[config.mk]
export PLATFORM = sky130hd
export DESIGN_NAME = serial_bit_feeder
export DESIGN_NICKNAME = d
export VERILOG_FILES = /design/src/rtl/serial_bit_feeder.sv
export SDC_FILE = /design/constraint.sdc
export NUM_CORES = 1
export LEC_CHECK = 0
export CAP_MARGIN = 10
export CORE_MARGIN = 2
export CORE_UTILIZATION = 35
export CTS_CLUSTER_SIZE = 16
export DETAILED_ROUTE_END_ITERATION = 7
export PLACE_DENSITY = 0.51
export SLEW_MARGIN = 25
export SYNTH_ARGS = -nofsm -noshare
export SYNTH_HDL_FRONTEND = slang
export SYNTH_SLANG_ARGS = --single-unit
[constraint.sdc]
create_clock -name clk -period 5.2 [get_ports clk]
set_clock_uncertainty 0.05 [all_clocks]
set_input_delay 0.52 -clock clk [delete_from_list [all_inputs] [get_ports clk]]
set_output_delay 0.52 -clock clk [all_outputs]
set_load 0.01 [all_outputs]
[src/rtl/serial_bit_feeder.sv]
// serial_bit_feeder: buffers parallel words in a small FIFO and shifts each
// word out one bit per clock as a bit_out/bit_valid stream. pause freezes the
// shifter (no load, no shift) without losing bits.
module serial_bit_feeder #(
    parameter int unsigned WIDTH     = 8,
    parameter int unsigned DEPTH     = 4,
    parameter bit          MSB_FIRST = 1'b1
) (
    input  logic                       clk,
    input  logic                       rst,
    input  logic [WIDTH-1:0]           s_data,
    input  logic                       s_valid,
    output logic                       s_ready,
    input  logic                       pause,
    output logic                       bit_out,
    output logic                       bit_valid,
    output logic                       busy,
    output logic [$clog2(DEPTH+1)-1:0] fifo_level
);

    localparam int unsigned LW = $clog2(DEPTH + 1);
    localparam int unsigned PW = (DEPTH > 1) ? $clog2(DEPTH) : 1;
    localparam int unsigned CW = (WIDTH > 1) ? $clog2(WIDTH) : 1;

    typedef enum logic {
        StIdle,
        StShift
    } state_t;

    state_t           state;
    logic [WIDTH-1:0] mem [DEPTH];
    logic [PW-1:0]    wr_ptr;
    logic [PW-1:0]    rd_ptr;
    logic [LW-1:0]    level;
    logic [WIDTH-1:0] shreg;
    logic [WIDTH-1:0] shreg_next;
    logic [CW-1:0]    cnt;
    logic [WIDTH-1:0] head;
    logic             push;
    logic             pop;
    logic             last_bit;
    logic             cur_bit;

    // Handshake, pop decision and status flags
    always_comb begin
        s_ready    = (level != LW'(DEPTH));
        push       = s_valid && s_ready;
        last_bit   = (cnt == CW'(WIDTH - 1));
        // Pop either from idle, or on the final bit so the next word follows without a gap
        pop        = !pause && (level != '0) &&
                     ((state == StIdle) || ((state == StShift) && last_bit));
        head       = mem[rd_ptr];
        busy       = (state == StShift) || (level != '0);
        fifo_level = level;
        cur_bit    = MSB_FIRST ? shreg[WIDTH-1] : shreg[0];
        shreg_next = MSB_FIRST ? (shreg << 1) : (shreg >> 1);
    end

    // FIFO storage; contents need no reset since level gates every read
    always_ff @(posedge clk) begin
        if (push) begin
            mem[wr_ptr] <= s_data;
        end
    end

    // FIFO pointers and occupancy; pointers wrap naturally because DEPTH is a power of 2
    always_ff @(posedge clk or posedge rst) begin
        if (rst) begin
            wr_ptr <= '0;
            rd_ptr <= '0;
            level  <= '0;
        end else begin
            if (push) begin
                wr_ptr <= wr_ptr + PW'(1);
            end
            if (pop) begin
                rd_ptr <= rd_ptr + PW'(1);
            end
            case ({push, pop})
                2'b10:   level <= level + LW'(1);
                2'b01:   level <= level - LW'(1);
                default: level <= level;
            endcase
        end
    end

    // Shifter FSM with registered serial outputs
    always_ff @(posedge clk or posedge rst) begin
        if (rst) begin
            state     <= StIdle;
            shreg     <= '0;
            cnt       <= '0;
            bit_out   <= 1'b0;
            bit_valid <= 1'b0;
        end else begin
            case (state)
                StIdle: begin
                    bit_valid <= 1'b0;
                    if (pop) begin
                        shreg <= head;
                        cnt   <= '0;
                        state <= StShift;
                    end
                end
                StShift: begin
                    if (pause) begin
                        // bit_out keeps its last value while stalled
                        bit_valid <= 1'b0;
                    end else begin
                        bit_out   <= cur_bit;
                        bit_valid <= 1'b1;
                        if (last_bit) begin
                            if (pop) begin
                                shreg <= head;
                                cnt   <= '0;
                            end else begin
                                state <= StIdle;
                            end
                        end else begin
                            shreg <= shreg_next;
                            cnt   <= cnt + CW'(1);
                        end
                    end
                end
                default: state <= StIdle;
            endcase
        end
    end

endmodule

# Yosys cells after proc, flatten, opt, wreduce, memory -nomap -nowiden
# Memory sizes are Yosys's and may differ from the RTL's.
# Cells that the tools add are included.
[classes] add_sub_neg=5 n_bitwise=2 eq_ne=5 reduce_logical=10 muxes=17
[op_table] operator="two-way mux 8 bit" count=3
[op_table] operator="case mux 8 bit (2 select lines)" count=1
[op_table] operator="case mux 3 bit (2 select lines)" count=2
[op_table] operator="two-way mux 3 bit" count=3
[op_table] operator="adder 3 x 1 -> 3 bit, second input constant" count=2
[op_table] operator="two-way mux 1 bit" count=6
[op_table] operator="adder 2 x 1 -> 2 bit, second input constant" count=2
[op_table] operator="logical AND 1 bit" count=4
[op_table] operator="case mux 1 bit (2 select lines)" count=2
[op_table] operator="== test 3 bit, second input constant" count=1
[op_table] operator="!= test 3 bit, second input constant" count=1
[op_table] operator="nonzero test 3 bit" count=1
[op_table] operator="subtractor 3 x 1 -> 3 bit, second input constant" count=1
[op_table] operator="== test 2 x 1 -> 1 bit, second input constant" count=1
[op_table] operator="== test 2 bit, second input constant" count=1
[op_table] operator="logical OR 1 bit" count=2
[op_table] operator="!= test 2 bit, second input constant" count=1
[op_table] operator="NOT 1 bit" count=2
[op_table] operator="AND reduction 2 bit" count=1
[op_table] operator="nonzero test 2 bit" count=1
[op_table] operator="logical NOT 1 bit" count=1
[totals] reg_bits=21 n_memories=1 ram_bits=32
[mem_list] memory="mem" depth=4 width=8 rd=1 rd_ports_with_merged_regs=0 wr=1 line_no="31" source="logic [WIDTH-1:0] mem [DEPTH];"

# Logic depth before layout (Yosys ltp)
# Gate-level depths: netlist of run 1.
[logic_depth] word_depth=8 depth_mapped=12

# Worst setup path after synthesis of run 1
# OpenSTA, ideal clock, no wires.
[synth_timing] kind="register to register" start="register cnt[0]" end="register level[2] (netlist: fifo_level[2])" path_stages_with_launch=13 slack_ns=2.914 arrival_ns=2.157 synth_period_minus_slack_ns=2.286 setup_time_ns=0.079 cell_sequence="dfrtp_1 > ha_1 > ha_1 > nor2b_2 > buf_6 > nor3_2 > buf_6 > ha_1 > inv_1 > fa_1 > xor2_1 > nor2_1 > xor2_1"
[synth_via] elab_chain_len=6
[synth_rtl] item="from (decl)" line_no="37" source="logic [CW-1:0] cnt;"
[synth_rtl] item="from (signal assigned)" line_no="121" source="cnt <= cnt + CW'(1);"
[synth_rtl] item="== test 3 bit (*)" line_no="48" source="last_bit = (cnt == CW'(WIDTH - 1));"
[synth_rtl] item="logical AND 1 bit (*)" line_no="51" source="((state == StIdle) || ((state == StShift) && last_bit));"
[synth_rtl] item="logical OR 1 bit (*)" line_no="51"
[synth_rtl] item="logical AND 1 bit (*)" line_no="50" source="pop = !pause && (level != '0) &&"
[synth_rtl] item="via pop" line_no="40" source="logic pop;"
[synth_rtl] item="== test 2 x 1 -> 1 bit / == test 2 bit (equally long branches)" line_no="79" source="case ({push, pop})"
[synth_rtl] item="case mux 3 bit (2 select lines) / nonzero test 2 bit (equally long branches)"
[synth_rtl] item="to (signal assigned)" line_no="80" source="2'b10: level <= level + LW'(1);"
[synth_rtl] item="to (signal assigned)" line_no="81" source="2'b01: level <= level - LW'(1);"
[synth_rtl] item="to (signal assigned)" line_no="82" source="default: level <= level;"
[synth_rtl] item="to (decl)" line_no="34" source="logic [LW-1:0] level;"
# Mark *: on every way through the listed nets, which the timed path passes. The rest lies on a longest branch.
# A chain may end at the register's enable or synchronous reset.

# Final worst setup path of run 1
[layout_timing] start="input port pause" end="register level[2] (netlist: fifo_level[2])"
[layout_via] elab_chain_len=5
[layout_rtl] item="from (decl)" line_no="14" source="input logic pause,"
[layout_rtl] item="logical NOT 1 bit (*)" line_no="50"
[layout_rtl] item="logical AND 1 bit (*) (2 in series)" line_no="50"
[layout_rtl] item="== test 2 x 1 -> 1 bit / == test 2 bit (equally long branches)" line_no="79"
[layout_rtl] item="case mux 3 bit (2 select lines) / nonzero test 2 bit (equally long branches)"
# Every way passes the cells marked *; elsewhere a longest branch is shown, timed or not.

==> results.tsv, run 1 <==
metric	value	unit
Slew headroom	0.452	
Max-cap violations	0	
Core Util, Final	0.411	
top cell type by total area after synthesis	edfxtp_1	
Storage cell area	0.00149	mm²
DRT antenna net count	0	
layout cells sized above 1	0.179	
Crit Reg-Reg Endpoint	fifo_level[2]$_DFFE_PP0P_	
Mapped Area	0.00230	mm²
Hold Crit Class	reg2reg	
R2R cell count	10	
Req. time, crit path	5.38	ns
H-tree levels	2	
total number of yosys warnings	0	
CTS tree	built	
gr ovfl total	0	
initial antenna violation count	0	
# setup viols final	0	
Reg2Reg Launch Point	cnt[0]$_DFFE_PP0P_	
total wire length	3850	µm
Pins Over Slew Limit	0	
total negative slack	0	ns
fin crit period	2.89	ns
# clock sinks	53	
ys flop type	edfxtp_1	
DR vias/cell	5.09	
area of the multi-input gates	726	µm²
IO Port Bufs	18	
maximum fanout along the worst path	14	
ANT cells	0	
Commonest cells post-synth	edfxtp_1 (32), dfrtp_1 (21), inv_1 (8), mux4_2 (8)	
Worst IR Drop VDD	206	µV
worst setup path class	in2reg	
Max Clock Freq	345	MHz
Final Wtd Congestion	0.688	
largest net degree at the start of global routing	22	
global-route wire length before repair	6520	µm
Worst-Margin Slew	0.821	ns
Die Span X	85.0	µm
CTS Buffer Depth	2	
Hold-fix buffers, CTS	0	
# Post-CTS Setup Buffers	0	
period utilization	0.557	
Synth top area share	0.418	
site row count	29	
endpoint class of the critical path	flop	
via count	1187	
CTS buffer count	5	
gr usage total	0.118	
hold path cells	1	
leak pwr	0.993	nW
drt wl/cell	16.5	µm
most frequent cell after synthesis	edfxtp_1	
Final Hold Vio Count	0	
filler cell count	560	
Hold Path Origin	shreg[0]$_DFFE_PP0P_	
top cells by area, synth	edfxtp_1 (42%), dfrtp_1 (23%), mux4_2 (7.8%)	
Layout area overhead	13.5	%
Post-DP HPWL	2640	µm
Syn Area/Cell	16.8	µm²
Iteration-0 DRC Markers	59	
Ports	19	
DRC Markers	0	
Post-CTS Resized	0	
vias in the first global route	1284	
Yosys cell types	31	
RSZ-0062 raised after global routing	false	
status	completed	
register area share after synthesis	0.647	
#FFs+latches synth	53	
worst hold endpoint	shreg[0]$_DFFE_PP0P_	
PD cells	495	mW/mm²
master cell of the clock root buffer	clkbuf_8	
Core Footprint	0.00635	mm²
DR pass1 iterations	4	
Layout Nets	175	
Async SR Flop Fraction	0.396	
die area	0.00723	mm²
worst skew pair latency	0.30	ns
Worst setup SP type	primary input	
EDFF count, synth	32	
syn_nets	157	
worst reg-to-reg setup slack	2.38	ns
Starting Density	0.362	
clock slew at reported path FFs	0.09	ns
Die H	85.0	µm
worst hold slack	0.474	ns
WP data arrival	3.07	ns
Post-Synthesis Cells	137	
==> area by class of cell <==
| cell class | count | area share |
|---|---|---|
| clock buffers | 6 | 0.0278 |
| clock inverters | 2 | 0.00624 |
| inverters | 8 | 0.0115 |
| multi-input cells | 69 | 0.278 |
| flip-flops and latches | 53 | 0.570 |
| well taps | 77 | 0.0369 |
| repair buffers | 18 | 0.0691 |
==> sequential cells by signal, indices dropped and copies added, names as in the netlist <==
signal	cells
cnt	3
shreg	8
rd_ptr	2
wr_ptr	2
state	1
bit_out	1
fifo_level	3
mem	32
bit_valid	1
==> stage by stage <==
step / setup slack, ns / std cells / power (mW) / area [µm²]
6_report: 2.31 / 233 / 1.29 / 2610
5_1_grt: 2.13 / 233 / 1.38 / 2610
4_1_cts: 2.32 / 233 / 1.31 / 2610
3_3_place_gp: 2.12 / 225 / 1.06 / 2520
2_1_floorplan: 2.91 / 137 / 0.959 / 2300
3_5_place_dp: 2.01 / 225 / 1.08 / 2520
==> worst max path at each step <==
stage	from	endpoint	slack [ns]	cells past startpoint
finish	pause	fifo_level[2]$_DFFE_PP0P_	2.31	8
floorplan	cnt[0]$_DFFE_PP0P_	fifo_level[2]$_DFFE_PP0P_	2.91	12
global placement	pause	fifo_level[2]$_DFFE_PP0P_	2.12	8
detailed placement	pause	fifo_level[2]$_DFFE_PP0P_	2.01	8
CTS	pause	fifo_level[2]$_DFFE_PP0P_	2.32	8
global route	pause	fifo_level[2]$_DFFE_PP0P_	2.13	8
==> critical path, stage by stage <==
cell and delay (ns):
clkdlybuf4s50_1 0.63, nor3_2 0.75, ha_1 0.31, inv_1 0.06, fa_1 0.37, xor2_1 0.15
nor2_1 0.11, xor2_1 0.16
==> power by group <==
part           switching, mW  internal [mW]  total [mW]
Sequential             0.105          0.570       0.675
Combinational          0.171          0.218       0.390
Clock                  0.131         0.0960       0.227
Total                  0.407          0.884        1.29
==> cells in the final DEF, fill, tap and decap left out, drive strengths merged <==
cell	synthesis	final
edfxtp	32	32
dfrtp	21	21
clkdlybuf4s50	0	18
inv	8	8
mux4	8	8
and2	7	7
a31o	7	7
a221o	7	7
ha	7	7
clkbuf	0	6
xor2	4	4
and3	4	4
xnor2	3	3
a22o	3	3
nor2b	3	3
nor3	2	2
o21ai	2	2
nor2	2	2
mux2	2	2
or3b	1	1
nand2	1	1
o41ai	1	1
nand2b	1	1
mux2i	1	1
nor3b	1	1
nor4b	1	1
fa	1	1
clkinv	0	1
clkinvlp	0	1
==> cell families (layout without fill, tap and decap cells) <==
kind of cell | count (synthesis) | after routing | share of synthesized area
compound gates | 20 | 20 | 0.0801
xor+xnor | 7 | 7 | 0.0267
fa+ha+maj | 8 | 8 | 0.0468
buf+inv | 15 | 34 | 0.0370
flops | 53 | 53 | 0.647
mux | 11 | 11 | 0.0926
simple gates | 23 | 23 | 0.0697
==> routing by layer <==
metal  share of wire  vias up  global-route usage
met1            0.46      608               0.161
met2            0.49       19               0.181
met3           0.031        6              0.0311
met4           0.015        0              0.0418
li1                -      554                   -
met5               0        -                   0
No activity file was read; power rests on OpenSTA's default activity.
==> run 2, diff against run 1 <==
==> constraint.sdc (replaced) <==
create_clock -name clk -period 2.8 [get_ports clk]
set_clock_uncertainty 0.05 [all_clocks]
set_input_delay 0.28 -clock clk [delete_from_list [all_inputs] [get_ports clk]]
set_output_delay 0.28 -clock clk [all_outputs]
set_load 0.01 [all_outputs]
==> run 2 against run 1 <==
Against the previous run: die area did not move; combinational power rose by 89%; clock power rose by 92%; flip-flop and latch count did not move; highest routed layer unchanged; setup slack got worse by 2.0 ns; cell count rose by 0.86%.
==> results.tsv, run 2 (synthesis gave the netlist of run 1 again) <==
metric	value	unit	change
global-route wire length before repair	6700	µm	+2.7%
Largest Register	mem		
CTS Buffer Depth	2		unchanged
vias in the first global route	1288		+0.31%
commonest non-fill, non-tap cell in the layout	edfxtp_1		
DRC Markers	0		unchanged
period utilization	0.897		
IO Port Bufs	18		unchanged
fin area	0.00263	mm²	+0.86%
die area	0.00723	mm²	unchanged
worst path cell trace	ha_1 > ha_1 > nor2b_2 > nor3_4 > ha_1 > inv_1 > fa_1 > xor2_1 > nor2_1 > xor2_1		
WP data arrival	2.70	ns	-0.37 ns
Die H	85.0	µm	unchanged
RSZ-0062 raised after global routing	false		
H-tree levels	2		unchanged
crit path max-delay cell type	nor3_4		
R2R cell count	10		unchanged
Worst IR Drop VDD	401	µV	+95%
Final Hold Vio Count	0		unchanged
DR pass1 iterations	4		unchanged
Worst-Margin Slew	0.842	ns	+0.0213 ns
Max Clock Freq	398	MHz	
Hold-fix buffers, CTS	0		unchanged
Pins Over Slew Limit	0		unchanged
DR vias/cell	5.05		-0.85%
most frequent cells in the layout	edfxtp_1 (32), dfrtp_1 (21), clkdlybuf4s50_1 (18), inv_1 (8), mux4_2 (8)		
layout cells sized above 1	0.190		+0.0104
maximum fanout along the worst path	11		-3
busiest grt layer	met2		
fin crit period	2.51	ns	
Worst setup SP type	flop		
drt wl/cell	17.0	µm	+2.8%
Hold Crit Class	in2async		
Ports	19		unchanged
worst skew pair latency	0.30	ns	about the same
DP Area	0.00253	mm²	+0.60%
leak pwr	1.01	nW	+1.7%
routing usage on met1	0.159		-0.00236
gr usage total	0.121		+0.00315
endpoint class of the critical path	flop		
Layout area overhead	14.5	%	
Top Registers	mem: 32 flops, shreg: 8 flops		
largest net degree at the start of global routing	22		unchanged
master cell of the clock root buffer	clkbuf_8		
clock slew at reported path FFs	0.10	ns	about the same
Req. time, crit path	2.99	ns	-2.39 ns
status	completed		
Core Footprint	0.00635	mm²	unchanged
Max-cap violations	0		unchanged
# clock sinks	53		unchanged
worst setup path class	reg2reg		
gr ovfl total	0		unchanged
ANT cells	0		unchanged
M3 GR Usage	0.0263		-0.00486
initial antenna violation count	0		unchanged
Post-DP HPWL	2700	µm	+2.4%
Slew headroom	0.438		-0.0142
max reg flops	32		unchanged
CTS tree	built		
Layout Nets	177		+1.1%
total wire length	3990	µm	+3.7%
PD cells	923	mW/mm²	+86%
M2 GR Usage	0.200		+0.0185
Iteration-0 DRC Markers	47		-20%
DRT antenna net count	0		unchanged
total negative slack	0	ns	unchanged
# setup viols final	0		unchanged
site row count	29		unchanged
Starting Density	0.362		unchanged
via count	1187		unchanged
Final Wtd Congestion	0.691		+0.41%
Die Span X	85.0	µm	unchanged
largest stage delay on the critical path	0.43	ns	-0.32 ns
CTS buffer count	5		unchanged
Most Frequent Cell on Critical Path	ha_1		
==> run 2: changes by cell type in the layout (fill, tap and decap cells not counted), sizes merged <==
cell / before / now
buf: 0 / 2
clkbuf: 6 / 5
clkinv: 1 / 2
clkinvlp: 1 / 0
inv: 8 / 9
==> run 2: metrics by stage <==
| step | util | total power [mW] | std cells | hold slack [ns] | setup WS, ns |
|---|---|---|---|---|---|
| after floorplan | - | 1.78 | 137 | 0.207 | 0.514 |
| after global placement | 0.399 | 1.98 | 227 | 0.439 | 0.134 |
| after detailed placement | 0.399 | 2.02 | 227 | 0.449 | 0.0704 |
| after CTS | 0.413 | 2.46 | 235 | 0.418 | 0.0409 |
| after global routing | 0.414 | 2.59 | 235 | 0.475 | 0.104 |
| final | 0.414 | 2.43 | 235 | 0.387 | 0.289 |
==> run 2: cell type report <==
| class | count | area (µm²) |
|---|---|---|
| multi-input combinational | 69 | 732 |
| sequential | 53 | 1490 |
| clock buffer | 5 | 68.8 |
| fill | 560 | 3720 |
| timing repair buffer | 20 | 195 |
| inverter | 8 | 30.0 |
| tap | 77 | 96.3 |
| clock inverter | 3 | 21.3 |
==> run 2: worst max-delay path: cells and delay by family (launching register included) <==
family        cells  cell delay, ns
xor+xnor          2            0.30
fa+ha+maj         4            1.02
buf+inv           1            0.06
flops             1            0.38
simple gates      3            0.62
==> run 2: layer usage <==
layer  part of all wire  up-vias
li1                   -      560
met1               0.47      604
met2               0.50       19
met3              0.029        4
met4             0.0085        0
met5                  0        -
==> run 2: worst paths after layout <==
kind                                startpoint                   endpoint  slack (ns)
setup / recovery            cnt[0]$_DFFE_PP0P_  fifo_level[2]$_DFFE_PP0P_        0.29
hold / removal                             rst         cnt[1]$_DFFE_PP0P_        0.39
max in group asynchronous                  rst       shreg[6]$_DFFE_PP0P_        1.79
hold reg to reg            bit_out$_DFFE_PP0P_        bit_out$_DFFE_PP0P_        0.47
setup reg to reg            cnt[0]$_DFFE_PP0P_  fifo_level[2]$_DFFE_PP0P_        0.29
min in group clk           bit_out$_DFFE_PP0P_        bit_out$_DFFE_PP0P_        0.47
==> run 2: timing repair <==
action | in CTS | in global routing
setup buffers | 0 | 0
endpoints found under the setup margin | 0 | 1
gates resized for setup | 0 | 1
==> run 2: power by group <==
group	internal (mW)	leakage (nW)	switching, mW	total, mW
clock	0.178	0.0462	0.257	0.436
combinational	0.414	0.409	0.324	0.738
sequential	1.06	0.554	0.194	1.25
==> RTL change 1: new RTL, settings of run 1 <==
`WIDTH`: 8 -> 32.
--- a/src/rtl/serial_bit_feeder.sv
+++ b/src/rtl/serial_bit_feeder.sv
@@ -2,7 +2,7 @@
 // word out one bit per clock as a bit_out/bit_valid stream. pause freezes the
 // shifter (no load, no shift) without losing bits.
 module serial_bit_feeder #(
-    parameter int unsigned WIDTH     = 8,
+    parameter int unsigned WIDTH     = 32,
     parameter int unsigned DEPTH     = 4,
     parameter bit          MSB_FIRST = 1'b1
 ) (
Ports: changed (resized s_data); port bits go from 19 to 43. No check against the original RTL was run, so the function may have changed too.
==> RTL change 1 against run 1 <==
Routed wire length grew to 3.5 times the old value. Sequential cell count grew 122. Utilization grew 0.63 points. Synthesized area grew to 3.1 times the old value. Largest power group unchanged. Worst setup slack gained 0.072 ns. First-iteration DRC count grew to 4.6 times the old value. Critical path type is now reg -> reg. Via count grew to 3.0 times the old value. Design area grew to 3.2 times the old value. Total power grew to 3.5 times the old value.
==> RTL change 1: results (changes against run 1) <==
[metrics] proportion of power drawn by combinational gates: 27.2% (was 30.2%)
[metrics] share of post-route cells with drive strength above 1: 24.66% (was 17.95%)
[metrics] count of flip-flops with a built-in enable after synthesis: 128 (was 32)
[metrics] Cell Count, Final, Fillers Out: 708 (was 233)
[metrics] maximum number of pins on one net before global-route repair: 48 (was 22)
[metrics] met1 wire length: 6139 um (was 1765 um)
[metrics] arrival time reported for the critical path endpoint: 3.12 ns (was 3.07 ns)
[metrics] Non-clock buffering overhead: 5.803% (was 6.910%)
[metrics] via count of the first global-routing pass: 3851 (was 1284)
[metrics] Multi-Input Combinational: 173 (was 69)
[metrics] sum of met2 wire segment lengths after detailed routing: 6867 um (was 1901 um)
[metrics] CP max stage cell: sky130_fd_sc_hd__ha_2 (was sky130_fd_sc_hd__nor3_2)
[metrics] global-route met3 utilization: 3.075% (was 3.113%)
[metrics] Worst Reg2Reg Path Length in Cells: 11 (was 10)
[metrics] top flop regs: mem: 128 flops, shreg: 32 flops, cnt: 5 flops (was mem: 32 flops, shreg: 8 flops)
[metrics] buffer type at the clock tree root: sky130_fd_sc_hd__clkbuf_16 (was sky130_fd_sc_hd__clkbuf_8)
[metrics] most frequent cells after synthesis: sky130_fd_sc_hd__edfxtp_1 (128), sky130_fd_sc_hd__dfrtp_1 (47), sky130_fd_sc_hd__or3b_2 (32), sky130_fd_sc_hd__o22a_1 (31), sky130_fd_sc_hd__o31a_1 (31) (was sky130_fd_sc_hd__edfxtp_1 (32), sky130_fd_sc_hd__dfrtp_1 (21), sky130_fd_sc_hd__inv_1 (8), sky130_fd_sc_hd__mux4_2 (8))
[metrics] hold-critical path endpoint: shreg[5] (was shreg[0])
[metrics] Worst Hold Margin: 0.4499 ns (was 0.4737 ns)
[metrics] top cells by area in the synthesized netlist: sky130_fd_sc_hd__edfxtp_1 (54%), sky130_fd_sc_hd__dfrtp_1 (16%), sky130_fd_sc_hd__mux4_2 (8.8%), sky130_fd_sc_hd__or3b_2 (3.9%), sky130_fd_sc_hd__o22a_1 (3.8%) (was sky130_fd_sc_hd__edfxtp_1 (42%), sky130_fd_sc_hd__dfrtp_1 (23%), sky130_fd_sc_hd__mux4_2 (7.8%), sky130_fd_sc_hd__ha_1 (3.8%), sky130_fd_sc_hd__a221o_1 (3.1%))
[metrics] cell class contributing the biggest share of worst-path delay: adder cells (was simple AND/OR/NAND/NOR gates)
[metrics] status: completed (unchanged)
[metrics] post-synthesis share of cell area spent on full adders, half adders and majority gates: 1.499% (was 4.684%)
[metrics] Layout fillers: 1831 (was 560)
[metrics] net count of the finished layout: 469 (was 175)
[metrics] Port Buf Inserts: 42 (was 18)
[metrics] TritonCTS Sinks: 175 (was 53)
[metrics] RePlAce Congestion: 0.6861 (was 0.6877)
[metrics] share of synthesized area spent on multiplexers: 11.14% (was 9.259%)
[metrics] number of placed cells counting well taps: 676 (was 225)
[metrics] sequential share of the synthesized area: 69.92% (was 64.71%)
[metrics] clock buffer and inverter area fraction after layout: 6.562% (was 3.407%)
[RTL change 1: per-stage QoR]
| step | setup slack (ns) | power, uW | instance area, um2 | util, % |
|---|---|---|---|---|
| detailed placement | 2.001 | 3367 | 7854 | 38.94 |
| global placement | 2.163 | 3335 | 7851 | 38.93 |
| CTS | 2.020 | 4566 | 8406 | 41.67 |
| floorplan | 2.588 | 3022 | 7179 | - |
| finish | 2.377 | 4486 | 8409 | 41.69 |
| global route | 2.192 | 4729 | 8409 | 41.69 |
[RTL change 1: worst max path at each step]
| stage | start | to | slack, ns | cells past startpoint |
|---|---|---|---|---|
| floorplan | cnt[0] | fifo_level[2] | 2.59 | 13 |
| global placement | cnt[0] | fifo_level[2] | 2.16 | 11 |
| detailed placement | cnt[1] | fifo_level[2] | 2.00 | 11 |
| CTS | cnt[0] | fifo_level[2] | 2.02 | 11 |
| global route | cnt[0] | fifo_level[2] | 2.19 | 11 |
| finish | cnt[1] | fifo_level[2] | 2.38 | 11 |
==> RTL change 2: new RTL, settings of run 1 <==
Without the edit above. Make the reset (`rst`) synchronous in 2 clocked blocks.
--- a/src/rtl/serial_bit_feeder.sv
+++ b/src/rtl/serial_bit_feeder.sv
@@ -64,7 +64,7 @@
     end
 
     // FIFO pointers and occupancy; pointers wrap naturally because DEPTH is a power of 2
-    always_ff @(posedge clk or posedge rst) begin
+    always_ff @(posedge clk) begin
         if (rst) begin
             wr_ptr <= '0;
             rd_ptr <= '0;
@@ -85,7 +85,7 @@
     end
 
     // Shifter FSM with registered serial outputs
-    always_ff @(posedge clk or posedge rst) begin
+    always_ff @(posedge clk) begin
         if (rst) begin
             state     <= StIdle;
             shreg     <= '0;
Behaviour: differs if rst is asserted again (counterexample within 4 cycles, from zero or initial values and one cycle with rst high); with rst held inactive, the same outputs for 10 cycles.
==> RTL change 2 against run 1 <==
Worst setup slack gained 0.098 ns. Non-clock buffer count is the same. Sequential cell count up 2. Global-route usage rose by 0.59 points. Sequential power decreased by 10%. Design area is 0.53% higher. Hold slack worse by 0.034 ns. Total power down 4.7%. Routed wire length up 8.4%. Synthesized area decreased by 0.33%. Critical path type unchanged. Critical endpoint is now fifo_level[2]. Largest cell class unchanged. Highest routed layer unchanged.
==> RTL change 2: results (changes against run 1) <==
[metrics] status: completed (unchanged)
[metrics] RePlAce Congestion: 0.7720 (was 0.6877)
[metrics] internal reg-to-reg setup slack: 2.50 ns (was 2.38 ns)
[metrics] Crit path largest cell delay: 0.64 ns (was 0.75 ns)
[metrics] sum of met2 wire segment lengths after detailed routing: 2130 um (was 1901 um)
[metrics] proportion of power drawn by combinational gates: 32.1% (was 30.2%)
[metrics] share of post-route cells with drive strength above 1: 11.23% (was 17.95%)
[metrics] CP max stage cell: sky130_fd_sc_hd__clkdlybuf4s50_1 (was sky130_fd_sc_hd__nor3_2)
[metrics] hold-critical path endpoint: shreg[5] (was shreg[0])
[metrics] slew at the pin with the worst max-slew slack: 0.8441 ns (was 0.8211 ns)
[metrics] maximum number of pins on one net before global-route repair: 24 (was 22)
[metrics] post-detailed-routing wire length: 4169 um (was 3845 um)
[metrics] GRT Resource Usage Total: 12.34% (was 11.75%)
[metrics] fraction of synthesis flops using an asynchronous set or reset pin: 0% (was 39.62%)
[metrics] Post-Syn Area per Cell: 13.71 um2 (was 16.77 um2)
[metrics] worst supply voltage drop on vdd: 0.2380 mV (was 0.2057 mV)
[metrics] switching power: 399.1 uW (was 407.0 uW)
[metrics] HPWL after detailed placement: 2942 um (was 2636 um)
[metrics] library cells used by synthesis: 36 (was 31)
[metrics] arrival time reported for the critical path endpoint: 2.97 ns (was 3.07 ns)
[metrics] global-route met3 utilization: 3.696% (was 3.113%)
[metrics] sequential share of the synthesized area: 62.08% (was 64.71%)
[metrics] wire length of the first global-routing pass: 6824 um (was 6520 um)
[metrics] post-placement setup slack: 2.064 ns (was 2.014 ns)
[metrics] met2 capacity usage during global routing: 21.33% (was 18.11%)
[RTL change 2: cell types whose count changed after synthesis, moves of 5 or more]
| cell | before | now |
|---|---|---|
| sky130_fd_sc_hd__nor2_1 | 2 | 20 |
| sky130_fd_sc_hd__and2_1 | 7 | 1 |
| sky130_fd_sc_hd__dfrtp_1 | 21 | 0 |
| sky130_fd_sc_hd__a222oi_1 | 0 | 5 |
| sky130_fd_sc_hd__a21o_1 | 0 | 5 |
| sky130_fd_sc_hd__a221o_1 | 7 | 0 |
| sky130_fd_sc_hd__nor3_1 | 0 | 7 |
| sky130_fd_sc_hd__dfxtp_1 | 0 | 23 |
| sky130_fd_sc_hd__a31o_2 | 7 | 0 |
| sky130_fd_sc_hd__nand2_1 | 0 | 6 |
| sky130_fd_sc_hd__a21oi_1 | 0 | 7 |
[RTL change 2: worst max-delay path by stage]
stage            from  slack (ns)  cells past startpoint             to
2_1_floorplan  cnt[0]        2.75                     10  fifo_level[2]
3_3_place_gp    pause        2.15                      8  fifo_level[2]
3_5_place_dp    pause        2.06                      8  fifo_level[2]
4_1_cts         pause        2.39                      8  fifo_level[2]
5_1_grt         pause        2.23                      8  fifo_level[2]
6_report        pause        2.40                      8  fifo_level[2]
[RTL change 2: logic make-up after synthesis]
| kind of cell | Yosys count | synth area share, % |
|---|---|---|
| DFF | 55 | 62.08 |
| and+or+nand+nor | 47 | 10.82 |
| AOI/OAI and AO/OA | 27 | 8.798 |
| buffers and inverters | 15 | 2.951 |
| muxes | 10 | 8.743 |
| adders and majority gates | 8 | 4.699 |
| xor gates and xnor gates | 5 | 1.913 |
[RTL change 2: area by class of cell]
class	count	area [um2]
flip-flops and latches	55	1421
clock inverters	3	20.02
fillers	580	3729
inverters	9	33.78
multi-input cells	97	800.8
well taps	77	96.34
repair buffers	18	180.2
clock buffers	5	68.82
